**src/rtl/mqnic_l2_ingress_mac_ctrl.sv**
```systemverilog
// L2 ingress stage: zero-latency pass-through that strips MAC control frames
// (EtherType 0x8808), applies PAUSE quanta to a timer and keeps drop statistics.
module mqnic_l2_ingress_mac_ctrl #(
   parameter int AXIS_DATA_WIDTH     = 256,
   parameter int AXIS_KEEP_WIDTH     = AXIS_DATA_WIDTH/8,
   parameter int AXIS_USER_WIDTH     = 1,
   parameter int AXIS_USE_READY      = 0,
   parameter int PAUSE_QUANTA_CYCLES = 2,
   parameter int STAT_WIDTH          = 32
) (
   input  logic                       clk,
   input  logic                       rst,
   input  logic [AXIS_DATA_WIDTH-1:0] s_axis_tdata,
   input  logic [AXIS_KEEP_WIDTH-1:0] s_axis_tkeep,
   input  logic                       s_axis_tvalid,
   output logic                       s_axis_tready,
   input  logic                       s_axis_tlast,
   input  logic [AXIS_USER_WIDTH-1:0] s_axis_tuser,
   output logic [AXIS_DATA_WIDTH-1:0] m_axis_tdata,
   output logic [AXIS_KEEP_WIDTH-1:0] m_axis_tkeep,
   output logic                       m_axis_tvalid,
   input  logic                       m_axis_tready,
   output logic                       m_axis_tlast,
   output logic [AXIS_USER_WIDTH-1:0] m_axis_tuser,
   input  logic                       cfg_ctrl_filter_enable,
   output logic                       pause_active,
   output logic [15:0]                pause_quanta_remaining,
   output logic [STAT_WIDTH-1:0]      stat_rx_ctrl_frames,
   output logic [STAT_WIDTH-1:0]      stat_rx_pause_frames
);

   typedef enum logic [1:0] {ST_SOF, ST_PASS, ST_DROP} state_t;

   localparam logic [7:0] PRESC_LAST = 8'(PAUSE_QUANTA_CYCLES - 1);

   state_t state, state_nxt;

   logic [15:0] ethertype, opcode, quanta;
   logic        is_ctrl, drop_now, xfer;
   logic        is_pause_q, pause_eff, ctrl_end, pause_load;
   logic [15:0] quanta_q, quanta_eff;
   logic [15:0] timer, timer_nxt;
   logic [7:0]  presc, presc_nxt;
   logic        pause_active_q;
   logic [STAT_WIDTH-1:0] ctrl_cnt, pause_cnt;

   // Header is big-endian and always fits in the first beat.
   assign ethertype = {s_axis_tdata[12*8 +: 8], s_axis_tdata[13*8 +: 8]};
   assign opcode    = {s_axis_tdata[14*8 +: 8], s_axis_tdata[15*8 +: 8]};
   assign quanta    = {s_axis_tdata[16*8 +: 8], s_axis_tdata[17*8 +: 8]};

   assign is_ctrl  = cfg_ctrl_filter_enable && (ethertype == 16'h8808);
   assign drop_now = ((state == ST_SOF) && is_ctrl) || (state == ST_DROP);

   assign m_axis_tdata  = s_axis_tdata;
   assign m_axis_tkeep  = s_axis_tkeep;
   assign m_axis_tlast  = s_axis_tlast;
   assign m_axis_tuser  = s_axis_tuser;
   assign m_axis_tvalid = s_axis_tvalid && !drop_now;
   assign s_axis_tready = (AXIS_USE_READY != 0) ? (drop_now || m_axis_tready) : 1'b1;
   assign xfer          = s_axis_tvalid && s_axis_tready;

   always_ff @(posedge clk or negedge rst) begin
      if (!rst) state <= ST_SOF;
      else      state <= state_nxt;
   end

   always_comb begin
      state_nxt = state;
      if (xfer) begin
         case (state)
            ST_SOF:  if (!s_axis_tlast) state_nxt = is_ctrl ? ST_DROP : ST_PASS;
            ST_PASS,
            ST_DROP: if (s_axis_tlast) state_nxt = ST_SOF;
            default: state_nxt = ST_SOF;
         endcase
      end
   end

   always_ff @(posedge clk or negedge rst) begin
      if (!rst) begin
         is_pause_q <= 1'b0;
         quanta_q   <= 16'd0;
      end else if (xfer && (state == ST_SOF) && is_ctrl) begin
         is_pause_q <= (opcode == 16'h0001);
         quanta_q   <= quanta;
      end
   end

   // Single-beat control frames must use the live header, not the latch.
   assign pause_eff  = (state == ST_SOF) ? (opcode == 16'h0001) : is_pause_q;
   assign quanta_eff = (state == ST_SOF) ? quanta : quanta_q;
   assign ctrl_end   = xfer && drop_now && s_axis_tlast;
   assign pause_load = ctrl_end && pause_eff && !s_axis_tuser[0];

   always_comb begin
      timer_nxt = timer;
      presc_nxt = presc;
      if (pause_load) begin
         timer_nxt = quanta_eff;
         presc_nxt = 8'd0;
      end else if (timer != 16'd0) begin
         if (presc == PRESC_LAST) begin
            presc_nxt = 8'd0;
            timer_nxt = timer - 16'd1;
         end else begin
            presc_nxt = presc + 8'd1;
         end
      end
   end

   // pause_active is registered from the next timer value so it tracks the timer exactly.
   always_ff @(posedge clk or negedge rst) begin
      if (!rst) begin
         timer          <= 16'd0;
         presc          <= 8'd0;
         pause_active_q <= 1'b0;
      end else begin
         timer          <= timer_nxt;
         presc          <= presc_nxt;
         pause_active_q <= (timer_nxt != 16'd0);
      end
   end

   always_ff @(posedge clk or negedge rst) begin
      if (!rst) begin
         ctrl_cnt  <= '0;
         pause_cnt <= '0;
      end else begin
         if (ctrl_end)   ctrl_cnt  <= ctrl_cnt + 1'b1;
         if (pause_load) pause_cnt <= pause_cnt + 1'b1;
      end
   end

   assign pause_active           = pause_active_q;
   assign pause_quanta_remaining = timer;
   assign stat_rx_ctrl_frames    = ctrl_cnt;
   assign stat_rx_pause_frames   = pause_cnt;

endmodule

```
**config.mk**
```make
export PLATFORM = sky130hd
export DESIGN_NAME = mqnic_l2_ingress_mac_ctrl
export DESIGN_NICKNAME = d
export VERILOG_FILES = /design/src/rtl/mqnic_l2_ingress_mac_ctrl.sv
export SDC_FILE = /design/constraint.sdc
export NUM_CORES = 1
export LEC_CHECK = 0
export CAP_MARGIN = 5
export CORE_AREA = 2 2 258 260
export DETAILED_ROUTE_END_ITERATION = 8
export DIE_AREA = 0 0 260 262
export DONT_BUFFER_PORTS = 1
export PLACE_DENSITY_LB_ADDON = 0.3
export SLEW_MARGIN = 30
export SYNTH_ARGS = -nofsm -noshare
export SYNTH_HDL_FRONTEND = slang
export SYNTH_SLANG_ARGS = --single-unit
export TNS_END_PERCENT = 100
```
**constraint.sdc**
```tcl
create_clock -name clk -period 3.9 [get_ports clk]
set_clock_uncertainty 0.15 [all_clocks]
set_input_delay 0.585 -clock clk [delete_from_list [all_inputs] [get_ports clk]]
set_output_delay 0.585 -clock clk [all_outputs]
set_load 0.005 [all_outputs]
```
# [Word level (Yosys, flattened, before mapping)]
# Cells that the tools add are included.
# Widths: inputs -> output; s select.
[word_totals] register_bits=108 input_bits=295 elab_cells=49
[classes] mux=12 n_eq_ne=7 add_sub_neg=4 reduce_logical=18
[ops] operator="$add 32x1->32 const B" count=2
[ops] operator="$mux 16" count=4
[ops] operator="$reduce_bool 16->1" count=2
[ops] operator="$mux 8" count=3
[ops] operator="$eq 16x1->1 const B" count=1
[ops] operator="$eq 16x16->1 const B" count=1
[ops] operator="$sub 16x1->16 const B" count=1
[ops] operator="$logic_and 1x1->1" count=9
[ops] operator="$add 8x1->8 const B" count=1
[ops] operator="$eq 8x1->1 const B" count=1
[ops] operator="$mux 2" count=3
[ops] operator="$ne 2x2->1 const B" count=2
[ops] operator="$pmux 2 s2" count=1
[ops] operator="$reduce_and 3->1" count=1
[ops] operator="$eq 2x1->1 const B" count=1
[ops] operator="$eq 2x2->1 const B" count=1
[ops] operator="$logic_not 1->1" count=2
[ops] operator="$logic_not 2->1" count=1
[ops] operator="$reduce_bool 2->1" count=1
[ops] operator="$reduce_or 2->1" count=1
[ops] operator="$logic_or 1x1->1" count=1
[ops] operator="$mux 1" count=1

# [Logic depth before layout (Yosys ltp)]
[depth] word_depth=10 depth_mapped=10 mapped_depth_nobuf=8

# [Least setup slack after synthesis]
# No wires, ideal clock.
[synth_path] path_type="register -> output" start="reg state[0]" end="out m_axis_tvalid" path_stages_with_launch=8 path_buffers=4 path_slack_ps=1300 t_arrival_ps=1865 required_ps=3165 path_cell_list="dfrtp_1 -> inv_1 -> ha_1 -> buf_2 -> buf_1 -> buf_1 -> clkbuf_1 -> a21oi_1"
[synth_via] elab_chain_cells=5 elab_cells_between_ends=6
[synth_lines] element="start, declared" line_no="36" text="state_t state, state_nxt;"
[synth_lines] element="start signal, assigned" line_no="65" text="else state <= state_nxt;"
[synth_lines] element="$logic_not 2->1" line_no="53" text="assign drop_now = ((state == ST_SOF) && is_ctrl) || (state == ST_DROP);"
[synth_lines] element="$logic_and 1x1->1" line_no="53"
[synth_lines] element="$logic_or 1x1->1 (*)" line_no="53"
[synth_lines] element="$logic_not 1->1 (*)" line_no="59" text="assign m_axis_tvalid = s_axis_tvalid && !drop_now;"
[synth_lines] element="$logic_and 1x1->1 (*)" line_no="59"
[synth_lines] element="end, declared" line_no="21" text="output logic m_axis_tvalid,"
# Mark *: on every way between the ends. The rest lies on a longest branch, timed or not.

# [Final worst setup path]
[layout_path] start="reg timer[0], in the netlist pause_quanta_remaining[0]" end="reg pause_active_q, in the netlist pause_active"
[layout_via] elab_chain_cells=5 elab_cells_between_ends=6
[layout_lines] element="start, declared" line_no="42" text="logic [15:0] timer, timer_nxt;"
[layout_lines] element="start signal, assigned" line_no="119" text="timer <= timer_nxt;"
[layout_lines] element="$sub 16x1->16" line_no="105" text="timer_nxt = timer - 16'd1;"
[layout_lines] element="$mux 16" line_no="103" text="if (presc == PRESC_LAST) begin"
[layout_lines] element="$mux 16 (*)" line_no="102" text="end else if (timer != 16'd0) begin"
[layout_lines] element="$mux 16 (*)" line_no="99" text="if (pause_load) begin"
[layout_lines] element="$reduce_bool 16->1 (*)" line_no="121" text="pause_active_q <= (timer_nxt != 16'd0);"
[layout_lines] element="end signal, assigned" line_no="121"
[layout_lines] element="end, declared" line_no="44" text="logic pause_active_q;"
# Marks and branches as above.
# A chain may end at the register's enable or synchronous reset.

==> flow_results.xml <==
<?xml version="1.0" encoding="UTF-8"?>
<metrics>
  <group name="outcome">
    <metric name="outcome" unit="">finished, final reports clean</metric>
  </group>
  <group name="finish">
    <metric name="drive_above_1_share" unit="%">11.07</metric>
    <metric name="fin_area" unit="mm^2">0.007209</metric>
    <metric name="footprint_of_the_multi_input_gates" unit="mm^2">0.002908</metric>
    <metric name="nNetsFinal" unit="">876</metric>
    <metric name="sequential_cell_area" unit="mm^2">0.002703</metric>
    <metric name="antennaDiodeCount" unit="">0</metric>
    <metric name="nFillCells" unit="">7487</metric>
    <metric name="layout.cells.non_filler" unit="">1442</metric>
    <metric name="flow.area_growth_from_synthesis" unit="%">-9.303</metric>
  </group>
  <group name="synthesis">
    <metric name="synthesis.nets" unit="">1159</metric>
    <metric name="postSynthAreaPerCell" unit="um^2">9.286</metric>
    <metric name="yosys.cell_types.count" unit="">57</metric>
    <metric name="number_of_instances_in_the_synthesized_netlist" unit="">856</metric>
    <metric name="postSynth.topFlopCell" unit="">dfrtp_1</metric>
    <metric name="yosysSeqAreaShare" unit="%">34.00</metric>
    <metric name="synthesis.area" unit="mm^2">0.007949</metric>
    <metric name="synth-edff-count" unit="">0</metric>
    <metric name="async_flop_share" unit="%">100.0</metric>
    <metric name="count_of_yosys_warnings_during_synthesis" unit="">0</metric>
    <metric name="synth-seq-cells" unit="">108</metric>
  </group>
  <group name="min_path">
    <metric name="whs_path_depth" unit="">1</metric>
    <metric name="min_path_type" unit="">primary input to register</metric>
  </group>
  <group name="grt">
    <metric name="vias_in_the_first_global_route" unit="">4806</metric>
    <metric name="grtUsageTotal" unit="%">6.697</metric>
    <metric name="grt_start_max_net_pins" unit="">109</metric>
    <metric name="grt_antenna_before_repair" unit="">0</metric>
    <metric name="grt_pass1_wl" unit="um">32650</metric>
    <metric name="globalRoute.totalOverflow" unit="">0</metric>
  </group>
  <group name="place">
    <metric name="port-buffer-count" unit="">0</metric>
    <metric name="hpwl" unit="um">17990</metric>
    <metric name="numPlacedInstances" unit="">1424</metric>
    <metric name="final_estimated_routing_congestion_in_global_placement" unit="">0.7136</metric>
    <metric name="pre_cts_slack" unit="ps">735.8</metric>
    <metric name="placed_area" unit="mm^2">0.006842</metric>
  </group>
  <group name="clock_tree">
    <metric name="cts-root-buf" unit="">clkbuf_16</metric>
    <metric name="clkLatencyLatePin" unit="ps">380</metric>
    <metric name="cts_inserted_buffers" unit="">9</metric>
    <metric name="clk_pin_slew_worst_paths" unit="ps">90</metric>
    <metric name="cts-resized-gates" unit="">0</metric>
    <metric name="tritoncts" unit="">built</metric>
    <metric name="htree_levels" unit="">3</metric>
    <metric name="clock_sinks" unit="">108</metric>
    <metric name="cts_max_path_buffers" unit="">2</metric>
  </group>
  <group name="timing">
    <metric name="grt_setup_unrepaired" unit="">false</metric>
    <metric name="period_minus_slack" unit="ps">2937</metric>
    <metric name="max_freq" unit="MHz">340.5</metric>
    <metric name="setup_tns" unit="ps">0</metric>
    <metric name="timing.final.hold_violations" unit="">0</metric>
    <metric name="worst-slew-pin-transition" unit="ps">881.5</metric>
    <metric name="slew-limit-headroom" unit="%">40.69</metric>
    <metric name="finalCritPeriodShare" unit="%">75.31</metric>
    <metric name="postLayoutSetupSlackWorst" unit="ps">963.1</metric>
    <metric name="final-setup-viol-count" unit="">0</metric>
    <metric name="final_max_slew_viol_count" unit="">0</metric>
  </group>
  <group name="floorplan">
    <metric name="start_util" unit="%">12.18</metric>
    <metric name="die_w" unit="um">260</metric>
    <metric name="std_cell_rows" unit="">94</metric>
    <metric name="core_region_area" unit="mm^2">0.06528</metric>
    <metric name="dieHeight" unit="um">262</metric>
    <metric name="design.die.area" unit="mm^2">0.06812</metric>
    <metric name="top_level_ports" unit="">668</metric>
  </group>
  <group name="job">
    <metric name="drv.max_cap_violation_count" unit="">0</metric>
  </group>
  <group name="setup_path">
    <metric name="timing_worst_setup_path_type" unit="">register to register</metric>
    <metric name="worst_ep_arrival_time" unit="ps">3050</metric>
    <metric name="worst_setup_path_start_kind" unit="">register</metric>
    <metric name="r2r.worst_path.cells" unit="">9</metric>
    <metric name="worstPathRequired" unit="ps">4010</metric>
    <metric name="timing.critical_path.to_type" unit="">register</metric>
    <metric name="crit_path_max_fanout" unit="">8</metric>
  </group>
  <group name="power_and_ir_drop">
    <metric name="ir_drop" unit="uV">191.7</metric>
    <metric name="leakagePower" unit="nW">2.857</metric>
    <metric name="power.density_cell_area" unit="mW/mm^2">337.1</metric>
  </group>
  <group name="routing">
    <metric name="post_drt_via_cell_ratio" unit="">3.262</metric>
    <metric name="drt-wirelength-per-cell" unit="um">16.11</metric>
    <metric name="detailroute.via_count" unit="">4704</metric>
    <metric name="totalWireLength" unit="um">23230</metric>
    <metric name="drtAntennaViolNets" unit="">0</metric>
    <metric name="remaining_drc_errors" unit="">0</metric>
    <metric name="drt_first_pass_iters" unit="">5</metric>
    <metric name="dr.first_iter.drc_count" unit="">235</metric>
  </group>
</metrics>
[placed cells by master, fill, tap and decap left out, drive strengths merged, types with 2 or more instances in the layout]
| master | count |
|---|---|
| clkbuf | 9 |
| o21ai | 17 |
| nand2b | 6 |
| nor3b | 6 |
| a211oi | 7 |
| o21a | 2 |
| or4 | 2 |
| a21oi | 17 |
| and4 | 9 |
| mux2 | 19 |
| nand2 | 45 |
| xnor2 | 36 |
| nand3 | 28 |
| and3 | 11 |
| inv | 21 |
| xor2 | 39 |
| o31a | 3 |
| and2 | 8 |
| nor2b | 7 |
| dfrtp | 108 |
| a41o | 3 |
| o31ai | 2 |
| a22o | 3 |
| buf | 12 |
| nand4 | 20 |
| ha | 8 |
| or3 | 3 |
| nor4b | 6 |
| nor2 | 38 |
| a21o | 2 |
| mux2i | 10 |
| bufinv | 2 |
| nor4 | 27 |
| nor3 | 29 |
[synthesized netlist by cell type (9+ instances only)]
cell / instances / area [um^2]
buf_4: 292 / 2192
mux2i_1: 10 / 100.1
dfrtp_1: 108 / 2703
nand4_1: 20 / 125.1
nand2_1: 45 / 168.9
mux2_2: 19 / 214.0
and3_1: 11 / 68.82
a21oi_1: 16 / 80.08
xor2_1: 39 / 341.6
nor4_1: 22 / 137.6
o21ai_0: 16 / 80.08
inv_1: 18 / 67.56
xnor2_1: 36 / 315.3
and4_1: 9 / 78.83
nor3_1: 27 / 135.1
nor2_1: 37 / 138.9
nand3_1: 25 / 125.1
[cell families after synthesis]
logic type / share of synthesized area, %
DFF: 34.00
and+or+nand+nor: 17.93
buffers and inverters: 29.42
xor gates and xnor gates: 8.264
AOI/OAI and AO/OA: 5.132
adders and majority gates: 1.259
muxes: 3.951
other: 0.04718
[what timing repair did]
action                                 in CTS  in global routing
hold buffers                                2                  0
endpoints found under the hold margin     108                  0
setup buffers                               0                  0
[critical path, stage by stage (launching register included)]
cell and delay (ps):
dfrtp_1 450, inv_1 170, ha_1 170, nor3b_1 370, and4_1 430, buf_4 220
nor4_1 60, a211oi_1 420, a41o_1 270, nand4b_1 110
[per-layer routing]
metal  routed length, um  part of all wire [%]  vias to the layer above  track usage [%]
li1                    -                     -                     2053                -
met1                8837                    38                     2251            7.190
met2                9834                    42                      299            9.050
met3                3359                    14                       99            4.929
met4                1155                   5.0                        2            4.566
met5                  43                  0.19                        -           0.7639
[per-stage QoR]
step,power [W],utilization (%),hold WS (ps)
finish,0.002430,11.04,193.3
global route,0.002545,11.04,170.9
CTS,0.002491,11.04,160.0
detailed placement,0.001350,10.48,143.7
global placement,0.001348,10.48,144.9
floorplan,0.001536,-,139.4
[where the power goes]
part / internal, W / switching [W] / leakage [nW]
sequential: 0.00112 / 0.00000383 / 1.42
clock: 0.000575 / 0.000508 / 0.159
combinational: 0.0000772 / 0.000143 / 1.28
[layout make-up]
class	count	share of cell area, %
clock buffer	9	3.124
clock inverter	7	1.458
timing repair buffer	13	1.666
tap	864	14.99
inverter	18	0.9372
multi-input combinational	423	40.33
sequential	108	37.49
[flip-flops by register name, summed over array words and instances (netlist names)]
signal,count
state,2
presc,8
stat_rx_ctrl_frames,32
quanta_q,16
pause_quanta_remaining,16
pause_active,1
stat_rx_pause_frames,32
is_pause_q,1
[final timing paths]
| path | end | slack [ps] | startpoint |
|---|---|---|---|
| worst min-delay path | quanta_q[9] | 190 | s_axis_tdata[129] |
| min in group asynchronous | stat_rx_ctrl_frames[21] | 650 | rst |
| max in group asynchronous | stat_rx_pause_frames[28] | 2440 | rst |
| worst max register to register | pause_active | 960 | pause_quanta_remaining[0] |
| worst min register to register | stat_rx_ctrl_frames[31] | 350 | stat_rx_ctrl_frames[31] |
| worst max-delay path | pause_active | 960 | pause_quanta_remaining[0] |
Power figures use the tool's default switching activity.
